<file path="config.mk">
export PLATFORM = sky130hd
export DESIGN_NAME = regfile_sb
export DESIGN_NICKNAME = d
export VERILOG_FILES = /design/src/rtl/rf_pkg.sv /design/src/rtl/rf_scoreboard.sv /design/src/rtl/regfile_sb.sv
export SDC_FILE = /design/constraint.sdc
export NUM_CORES = 1
export LEC_CHECK = 0
export BUFFER_PORTS_ARGS = -buffer_cell sky130_fd_sc_hd__buf_4
export CELL_PAD_IN_SITES_DETAIL_PLACEMENT = 1
export CELL_PAD_IN_SITES_GLOBAL_PLACEMENT = 1
export CORE_ASPECT_RATIO = 0.9
export CORE_MARGIN = 8
export CORE_UTILIZATION = 55
export CTS_CLUSTER_SIZE = 16
export DETAILED_ROUTE_END_ITERATION = 8
export PLACE_DENSITY_LB_ADDON = 0.15
export SLEW_MARGIN = 0
export SYNTH_ARGS = -nofsm -noshare
export SYNTH_HDL_FRONTEND = slang
export SYNTH_HIERARCHICAL = 1
export SYNTH_SLANG_ARGS = --single-unit
</file>
<file path="constraint.sdc">
create_clock -name clk -period 5.3 [get_ports clk]
set_input_delay 0 -clock clk [delete_from_list [all_inputs] [get_ports clk]]
set_output_delay 0 -clock clk [all_outputs]
set_load 0.01 [all_outputs]
</file>
<file path="src/rtl/rf_pkg.sv">
// Shared types and helpers for the scoreboarded register file.
// Holds the sweep FSM state type and the depth helper.
package rf_pkg;

   typedef enum logic [0:0] {
      RF_IDLE  = 1'b0,
      RF_SWEEP = 1'b1
   } rf_state_t;

   function automatic int rf_depth(input int aw);
      return 1 << aw;
   endfunction

endpackage

</file>
<file path="src/rtl/rf_scoreboard.sv">
// Pending-write busy bits, one per register file entry.
// Ports: i_set_en/i_set_idx mark pending, i_clr_en/i_clr_idx
// clear on writeback, i_sweep/i_sweep_idx clear during a sweep,
// o_busy is the full busy vector.
module rf_scoreboard
   import rf_pkg::*;
#(
   parameter int ADDR_W = 4,
   parameter int DEPTH  = 16
) (
   input  logic              clk,
   input  logic              rst,
   input  logic              i_set_en,
   input  logic [ADDR_W-1:0] i_set_idx,
   input  logic              i_clr_en,
   input  logic [ADDR_W-1:0] i_clr_idx,
   input  logic              i_sweep,
   input  logic [ADDR_W-1:0] i_sweep_idx,
   output logic [DEPTH-1:0]  o_busy
);

   logic [DEPTH-1:0] r_busy;

   // Set is applied after clear so an issue to the entry being
   // written in the same cycle leaves it pending.
   always_ff @(posedge clk or posedge rst) begin
      if (rst) begin
         r_busy <= '0;
      end else if (i_sweep) begin
         r_busy[i_sweep_idx] <= 1'b0;
      end else begin
         if (i_clr_en) begin
            r_busy[i_clr_idx] <= 1'b0;
         end
         if (i_set_en) begin
            r_busy[i_set_idx] <= 1'b1;
         end
      end
   end

   assign o_busy = r_busy;

endmodule

</file>
<file path="src/rtl/regfile_sb.sv">
// Parametrised register file with busy scoreboard, optional
// zero entry, optional write bypass and a clear-sweep engine.
// Ports: src0/src1 -> data0/data1, busy0/busy1 (combinational);
// we/dst/data writeback; issue_we/issue_dst mark pending;
// clr starts a sweep, clr_busy high while sweeping.
module regfile_sb
   import rf_pkg::*;
#(
   parameter int DATA_W   = 8,
   parameter int ADDR_W   = 4,
   parameter int ZERO_REG = 0,
   parameter int BYPASS   = 1
) (
   input  logic              clk,
   input  logic              rst,
   input  logic [ADDR_W-1:0] src0,
   input  logic [ADDR_W-1:0] src1,
   output logic [DATA_W-1:0] data0,
   output logic [DATA_W-1:0] data1,
   output logic              busy0,
   output logic              busy1,
   input  logic              we,
   input  logic [ADDR_W-1:0] dst,
   input  logic [DATA_W-1:0] data,
   input  logic              issue_we,
   input  logic [ADDR_W-1:0] issue_dst,
   input  logic              clr,
   output logic              clr_busy
);

   localparam int DEPTH = rf_depth(ADDR_W);
   localparam logic [ADDR_W-1:0] LAST = ADDR_W'(DEPTH - 1);
   localparam logic HAS_ZERO = (ZERO_REG != 0);
   localparam logic HAS_BYP  = (BYPASS != 0);

   rf_state_t         r_state;
   logic [ADDR_W-1:0] r_idx;
   logic [DATA_W-1:0] r_mem [DEPTH];
   logic [DEPTH-1:0]  w_busy;
   logic              w_idle;
   logic              w_sweep;
   logic              w_wr_en;
   logic              w_iss_en;

   assign w_idle  = (r_state == RF_IDLE);
   assign w_sweep = ~w_idle;

   // Entry 0 swallows writes and issues when hardwired to zero.
   assign w_wr_en  = we & w_idle
                   & ~(HAS_ZERO & (dst == '0));
   assign w_iss_en = issue_we & w_idle
                   & ~(HAS_ZERO & (issue_dst == '0));

   always_ff @(posedge clk or posedge rst) begin
      if (rst) begin
         for (int i = 0; i < DEPTH; i++) begin
            r_mem[i] <= '0;
         end
         r_state <= RF_IDLE;
         r_idx   <= '0;
      end else begin
         unique case (r_state)
            RF_IDLE: begin
               if (w_wr_en) begin
                  r_mem[dst] <= data;
               end
               if (clr) begin
                  r_state <= RF_SWEEP;
                  r_idx   <= '0;
               end
            end
            RF_SWEEP: begin
               r_mem[r_idx] <= '0;
               r_idx        <= r_idx + ADDR_W'(1);
               if (r_idx == LAST) begin
                  r_state <= RF_IDLE;
               end
            end
            default: r_state <= RF_IDLE;
         endcase
      end
   end

   rf_scoreboard #(
      .ADDR_W (ADDR_W),
      .DEPTH  (DEPTH)
   ) u_sb (
      .clk         (clk),
      .rst         (rst),
      .i_set_en    (w_iss_en),
      .i_set_idx   (issue_dst),
      .i_clr_en    (w_wr_en),
      .i_clr_idx   (dst),
      .i_sweep     (w_sweep),
      .i_sweep_idx (r_idx),
      .o_busy      (w_busy)
   );

   for (genvar p = 0; p < 2; p++) begin : g_rd
      logic [ADDR_W-1:0] w_a;
      logic [DATA_W-1:0] w_d;
      logic              w_b;

      assign w_a = (p == 0) ? src0 : src1;

      // Forwarded data is never pending: a same-cycle issue to
      // this entry only shows as busy after the edge.
      always_comb begin
         w_d = r_mem[w_a];
         w_b = w_busy[w_a];
         if (HAS_BYP && w_idle && we && (dst == w_a)) begin
            w_d = data;
            w_b = 1'b0;
         end
         if (HAS_ZERO && (w_a == '0)) begin
            w_d = '0;
            w_b = 1'b0;
         end
      end
   end

   assign data0    = g_rd[0].w_d;
   assign busy0    = g_rd[0].w_b;
   assign data1    = g_rd[1].w_d;
   assign busy1    = g_rd[1].w_b;
   assign clr_busy = w_sweep;

endmodule

</file>
; Yosys cells after proc, flatten, opt, wreduce, memory -nomap -nowiden
; Index checks and enable logic that the tools add are counted.
; Widths: inputs -> output; s select.
[totals]
ff_bits = 149
inputBits = 29
out_inout_bits = 19
wordCells = 97
[classes]
add_sub_neg = 1
magnitude_cmp = 14
n_eq_ne = 5
n_mux = 36
n_bitwise = 14
reduce_logical = 8
[ops]
columns = op, n
row1 = $pmux 128 s2, 1
row2 = $and 128x128->128, 1
row3 = $bwmux 128, 1
row4 = $mux 128, 1
row5 = $not 128->128, 1
row6 = $bmux 8 s4, 2
row7 = $demux 8 s4, 2
row8 = $mux 16, 4
row9 = $mux 8, 8
row10 = $and 16x16->16, 2
row11 = $not 16->16, 2
row12 = $lt 4x5->1 const B, 5
row13 = $ge 5x5->1 const B, 4
row14 = $not 4->5, 4
row15 = $or 16x16->16, 1
row16 = $demux 1 s4, 3
row17 = $ge 4x1->1 const B, 3
row18 = $lt 5x1->1 const B, 2
row19 = $mux 1, 9
row20 = $bmux 1 s4, 2
row21 = $eq 4x4->1, 2
row22 = $logic_and 1x1->1, 8
row23 = $pmux 4 s2, 1
row24 = $add 4x1->4 const B, 1
row25 = other kinds (7), 8

; Depth between registers and ports, before layout
[logic_depth]
word_depth = 11
mapped_depth = 7
ltp_nobuf = 4

; By module
; Netlist, hierarchy kept.
[modules_own_cells]
columns = module, n_inst, cells_each, area_per_inst_um2, seq_area_each_um2
row1 = regfile_sb, 1, 531, 7583.5, 3328.2
row2 = rf_scoreboard, 1, 110, 942.2, 400.4

; Worst setup path after synthesis
; No wires, ideal clock.
[synth_path]
path_kind = register to register
from = reg r_state (netlist: clr_busy)
to = reg r_mem[120] (netlist bit)
arrival_time_ns = 1.680
t_required_ns = 5.179
setup_slack_ns = 3.499
stages_incl_launch_ff = 6
path_buffers = 1
period_less_slack_ns = 1.801
path_cell_list = dfrtp_1 > or4b_1 > buf_4 > nor3_4 > a21oi_2 > a22o_1
[synth_between]
elab_chain_cells = 3
elab_cells_between_ends = 4
[synth_rtl]
columns = element, line
row1 = start: declaration, regfile_sb.sv:36  ; rf_state_t r_state;
row2 = start signal: assignment, regfile_sb.sv:59  ; r_state <= RF_IDLE;
row3 = start signal: assignment, regfile_sb.sv:68  ; r_state <= RF_SWEEP;
row4 = start signal: assignment, regfile_sb.sv:76  ; r_state <= RF_IDLE;
row5 = $not 1->1, "regfile_sb.sv:45, regfile_sb.sv:62"
row6 = $and 1x1->1, regfile_sb.sv:49  ; assign w_wr_en = we & w_idle
row7 = $ne 2x1->1 (no line), -
row8 = end signal: indexed assignment, regfile_sb.sv:65  ; r_mem[dst] <= data;
row9 = end: declaration, regfile_sb.sv:38  ; logic [DATA_W-1:0] r_mem [DEPTH];
; Several ways; a longest one is shown, not always the timed one.
; A chain may end at the register's enable or synchronous reset.

; Worst setup path after layout
[layout_path]
from = reg r_state (netlist: clr_busy)
to = reg u_sb.r_busy[4] (netlist: u_sb/o_busy[4])
[layout_between]
elab_cells_between_ends = 8
[layout_rtl]
columns = element, line
row1 = $not 1->1, regfile_sb.sv:45  ; assign w_idle = (r_state == RF_IDLE);
row2 = $and 1x1->1, regfile_sb.sv:51  ; assign w_iss_en = issue_we & w_idle
row3 = named net w_iss_en, regfile_sb.sv:43  ; logic w_iss_en;
row4 = $mux 16, rf_scoreboard.sv:35  ; if (i_set_en) begin
row5 = $mux 16, rf_scoreboard.sv:29  ; end else if (i_sweep) begin
row6 = end signal: assignment, rf_scoreboard.sv:28  ; r_busy <= '0;
row7 = end signal: indexed assignment, rf_scoreboard.sv:30  ; r_busy[i_sweep_idx] <= 1'b0;
row8 = end signal: indexed assignment, rf_scoreboard.sv:36  ; r_busy[i_set_idx] <= 1'b1;
row9 = end: declaration, rf_scoreboard.sv:22  ; logic [DEPTH-1:0] r_busy;
; The timed path passes the listed nets, and every way through them passes these cells. The select of a mux whose other input is x is not followed.

==> impl_results.rst <==
.. list-table::
   :header-rows: 1

   * - Metric
     - Value
   * - Average vias per placed instance
     - 7.600
   * - Async set-reset flop share out of synthesis
     - 100.0%
   * - Cell type group with the largest total delay on the critical path
     - buffers and inverters
   * - Net total in the final layout
     - 706
   * - GRT Residual Overflow
     - 0
   * - Critical path depth
     - 7
   * - Critical R2R Launch
     - clr_busy
   * - Setup slack of the worst register-to-register path
     - 2450 ps
   * - Final wirelength
     - 28.95 mm
   * - Cell repeated most along the worst path
     - sky130_fd_sc_hd__dlygate4sd3_1
   * - Number of setup buffers added after CTS
     - 0
   * - Arrival time at the worst endpoint
     - 3190 ps
   * - Relative area change from synthesis to final layout
     - 12.27%
   * - Worst setup path endpoint
     - u_sb/o_busy[4]
   * - Core footprint
     - 15280 sq um
   * - Final Core Density
     - 62.64%
   * - Number of buffer and inverter stages on the critical path
     - 3
   * - Slew at the pin with the worst max-slew slack
     - 1258 ps
   * - Drt wl/cell
     - 32.68 um
   * - Register area share after synthesis
     - 43.73%
   * - Post-layout minimum cycle time
     - 2852 ps
   * - Post-synth net total
     - 675
   * - Max clock buf depth
     - 2
   * - Die Area
     - 19750 sq um
   * - Pin count of the biggest net entering global routing
     - 77
   * - H-tree depth reported by CTS
     - 4
   * - Post-Synthesis Mean Instance Area
     - 13.30 sq um
   * - Number of warning messages in the yosys log
     - 6
   * - Count of routing violations after the opening detailed-route iteration
     - 887
   * - Timing startpoint of the critical path
     - clr_busy
   * - Count of flip-flops with a built-in enable after synthesis
     - 0
   * - Standby leakage power
     - 4.211 nW
   * - Max-cap violations
     - 0
   * - Area of the mapped netlist
     - 8526 sq um
   * - Power density of the placed cells
     - 366.4 nW/um^2
   * - Library cell occupying the most area in the post-synthesis netlist
     - sky130_fd_sc_hd__dfrtp_1
   * - Launch instance of the worst min-delay path
     - data[3]
   * - All-layer global routing usage
     - 30.09%
   * - Count of hold buffers inserted by post-cts repair
     - 11
   * - Starting Density
     - 55.80%
   * - Sinks on Clock Net
     - 149
   * - Area share of the leading cell type in the synthesized netlist
     - 43.73%
   * - Length in cells of the worst reg-to-reg path
     - 7
   * - Setup Skew
     - 6.858 ps
   * - Worst-path cell with the longest stage delay
     - sky130_fd_sc_hd__dlygate4sd3_1
   * - Later-pin clock latency in the skew report
     - 420 ps
   * - Sequence of cells on the critical path
     - buf_4, nor2b_1, nor3b_2, dlygate4sd3_1, nand2_1, dlygate4sd3_1, a22oi_1
   * - Reported net switching power
     - 1.174 mW
   * - Period utilisation layout
     - 53.80%
   * - TritonCTS clock tree
     - done
   * - Delay of the slowest cell on the worst path
     - 660 ps
   * - Worst vdd ir
     - 0.2794 mV
   * - Number of global-route vias before repair
     - 6976
   * - Die extent in x
     - 147.2 um
   * - Post-CTS Resized
     - 0
   * - IO Count
     - 48
   * - Combinational power share
     - 25.3%
   * - Reg power frac
     - 41.9%
   * - Relative max-transition margin
     - 16.16%
   * - RSZ-0062 raised after global routing
     - false
   * - Number of buffers inserted by port buffering
     - 47
   * - Drt first pass iters
     - 5
   * - Root buffer selected by CTS
     - sky130_fd_sc_hd__clkbuf_16
   * - Max-slew violations
     - 0
   * - Endpoints failing hold
     - 0
   * - Clock buffers created by TritonCTS
     - 17
   * - Worst Path Max Fanout
     - 34
   * - Number of unique standard cell types used by synthesis
     - 45
   * - Layout cell share with drive strength beyond 1
     - 27.78%
   * - Top post-synthesis cells by count
     - 149 x sky130_fd_sc_hd__dfrtp_1, 128 x sky130_fd_sc_hd__a22o_1, 72 x sky130_fd_sc_hd__mux4_2
   * - Achievable frequency
     - 350.7 MHz
   * - Final-layout setup total negative slack
     - 0 ps
   * - DPL Wire Length
     - 18.26 mm
   * - Share of power burned in the clock network
     - 32.8%
   * - Critical Path RT
     - 5640 ps
   * - Setup violations, final
     - 0
   * - Hold-critical path depth
     - 2
   * - Routability cong.
     - 0.8204
   * - Number of antenna violations at the first check in global routing
     - 0
   * - Remaining DRCs
     - 0
   * - DR vias
     - 6734
   * - Destination of the worst register-to-register timing path
     - u_sb/o_busy[4]
   * - Total inserted antenna cells
     - 0
   * - Critical path start-end classification
     - reg -> reg
   * - Antenna Violating Nets Remaining
     - 0
   * - Crit path capture type
     - register
   * - Count of state elements after synthesis
     - 149
   * - Global-route wire length before repair
     - 44.76 mm
   * - Number of rows created at floorplan
     - 43
   * - Top flip-flop cell by instance count after synthesis
     - sky130_fd_sc_hd__dfrtp_1
   * - Internal cell power
     - 2.333 mW
   * - Die height
     - 134.1 um
   * - Path category of the worst min-delay check
     - in -> reg
   * - Startpoint types
     - register
   * - Most common cell in the synthesized netlist
     - sky130_fd_sc_hd__dfrtp_1
   * - Run status
     - finished clean
   * - Switch share
     - 33.48%
   * - Synthesized netlist cell count
     - 641
   * - Clock transition at the register clock pins on the worst setup and hold paths after CTS
     - 60 ps
   * - Leading post-synthesis cells by cell area
     - sky130_fd_sc_hd__dfrtp_1 44%, sky130_fd_sc_hd__mux4_2 19%, sky130_fd_sc_hd__a22o_1 13%
## power groups by stage
stage / registers (mW) / logic (mW) / clock network (mW)
2_1_floorplan: 1.41 / 0.592 / 0
3_3_place_gp: 1.45 / 0.829 / 0
3_5_place_dp: 1.47 / 0.859 / 0
4_1_cts: 1.46 / 0.876 / 1.16
5_1_grt: 1.48 / 0.936 / 1.20
6_report: 1.47 / 0.887 / 1.15
## cells in the final DEF, fill, tap and decap left out, types with 2 or more instances in the layout
cell type and n:
sky130_fd_sc_hd__mux4_2 72, sky130_fd_sc_hd__clkbuf_16 17, sky130_fd_sc_hd__and3_1 3, sky130_fd_sc_hd__nor2_2 4
sky130_fd_sc_hd__nor2_4 3, sky130_fd_sc_hd__or3b_1 2, sky130_fd_sc_hd__clkbuf_8 6, sky130_fd_sc_hd__clkinvlp_4 2
sky130_fd_sc_hd__dfrtp_1 149, sky130_fd_sc_hd__a22o_1 128, sky130_fd_sc_hd__nand3b_1 3, sky130_fd_sc_hd__clkinv_2 5
sky130_fd_sc_hd__a22oi_1 15, sky130_fd_sc_hd__mux2i_1 50, sky130_fd_sc_hd__nor3_1 2, sky130_fd_sc_hd__xnor2_1 2
sky130_fd_sc_hd__nand3_2 2, sky130_fd_sc_hd__or3_1 3, sky130_fd_sc_hd__nand2_1 22, sky130_fd_sc_hd__nor3_2 3
sky130_fd_sc_hd__ha_1 5, sky130_fd_sc_hd__o211a_1 2, sky130_fd_sc_hd__or2_2 2, sky130_fd_sc_hd__o21ai_1 8
sky130_fd_sc_hd__dlygate4sd3_1 11, sky130_fd_sc_hd__mux2_2 19, sky130_fd_sc_hd__nor2_1 11, sky130_fd_sc_hd__xor2_1 6
sky130_fd_sc_hd__buf_4 49, sky130_fd_sc_hd__nand4bb_1 2, sky130_fd_sc_hd__a21oi_1 17, sky130_fd_sc_hd__nand3_1 4
sky130_fd_sc_hd__nand2b_1 7, sky130_fd_sc_hd__inv_1 5, sky130_fd_sc_hd__and3b_1 2, sky130_fd_sc_hd__nor2b_1 5
sky130_fd_sc_hd__o21ai_0 25
## metrics by stage
stage               setup WS, ps  cells  hold slack, ps  area (sq um)  power (mW)
floorplan                   1746    641          -86.26          8526       1.998
global placement            2808    844           146.1          8905       2.281
detailed placement          2781    844           147.4          8905       2.328
CTS                         2554    886           6.049          9572       3.489
global route                2394    886           23.32          9572       3.615
finish                      2448    886           27.57          9572       3.507
## sequential cells by signal, summed over array words and instances, names as in the netlist
register     count
clr_busy         1
r_idx            4
r_mem          128
u_sb/o_busy     16
## kinds of logic after synthesis
logic type,count (synthesis),synth area share (%)
AND/OR/NAND/NOR,85,6.179
adder cells (fa/ha/maj),5,0.7338
XOR/XNOR,8,0.8219
AO/OA/AOI/OAI,199,18.01
flip-flops,149,43.73
buffers and inverters,54,3.126
multiplexers,141,27.40
## metal layers
layer  share of wire [%]  GRT usage, %  vias to the layer above
met4                 2.8         10.53                        0
met2                  47         45.93                      410
met5                   0             0                        -
li1                    -             -                     2631
met1                  42         42.19                     3634
met3                 8.4         6.094                       59
## layout make-up
type / instances / area, sq um
Tap cell: 202 / 252.7
Sequential cell: 149 / 3729
Inverter: 6 / 25.02
Timing Repair Buffer: 60 / 478.0
Clock buffer: 23 / 508.0
Clock inverter: 8 / 48.80
Fill cell: 1459 / 5708
Multi-Input combinational cell: 438 / 4531
## worst min-delay path by stage
stage                           to  slack (ps)
floorplan           u_sb/o_busy[0]         -90
global placement    u_sb/o_busy[0]         150
detailed placement  u_sb/o_busy[1]         150
CTS                      r_mem[73]           6
global route            r_mem[115]          20
finish                   r_mem[59]          30
No activity file was read; power rests on OpenSTA's default activity.
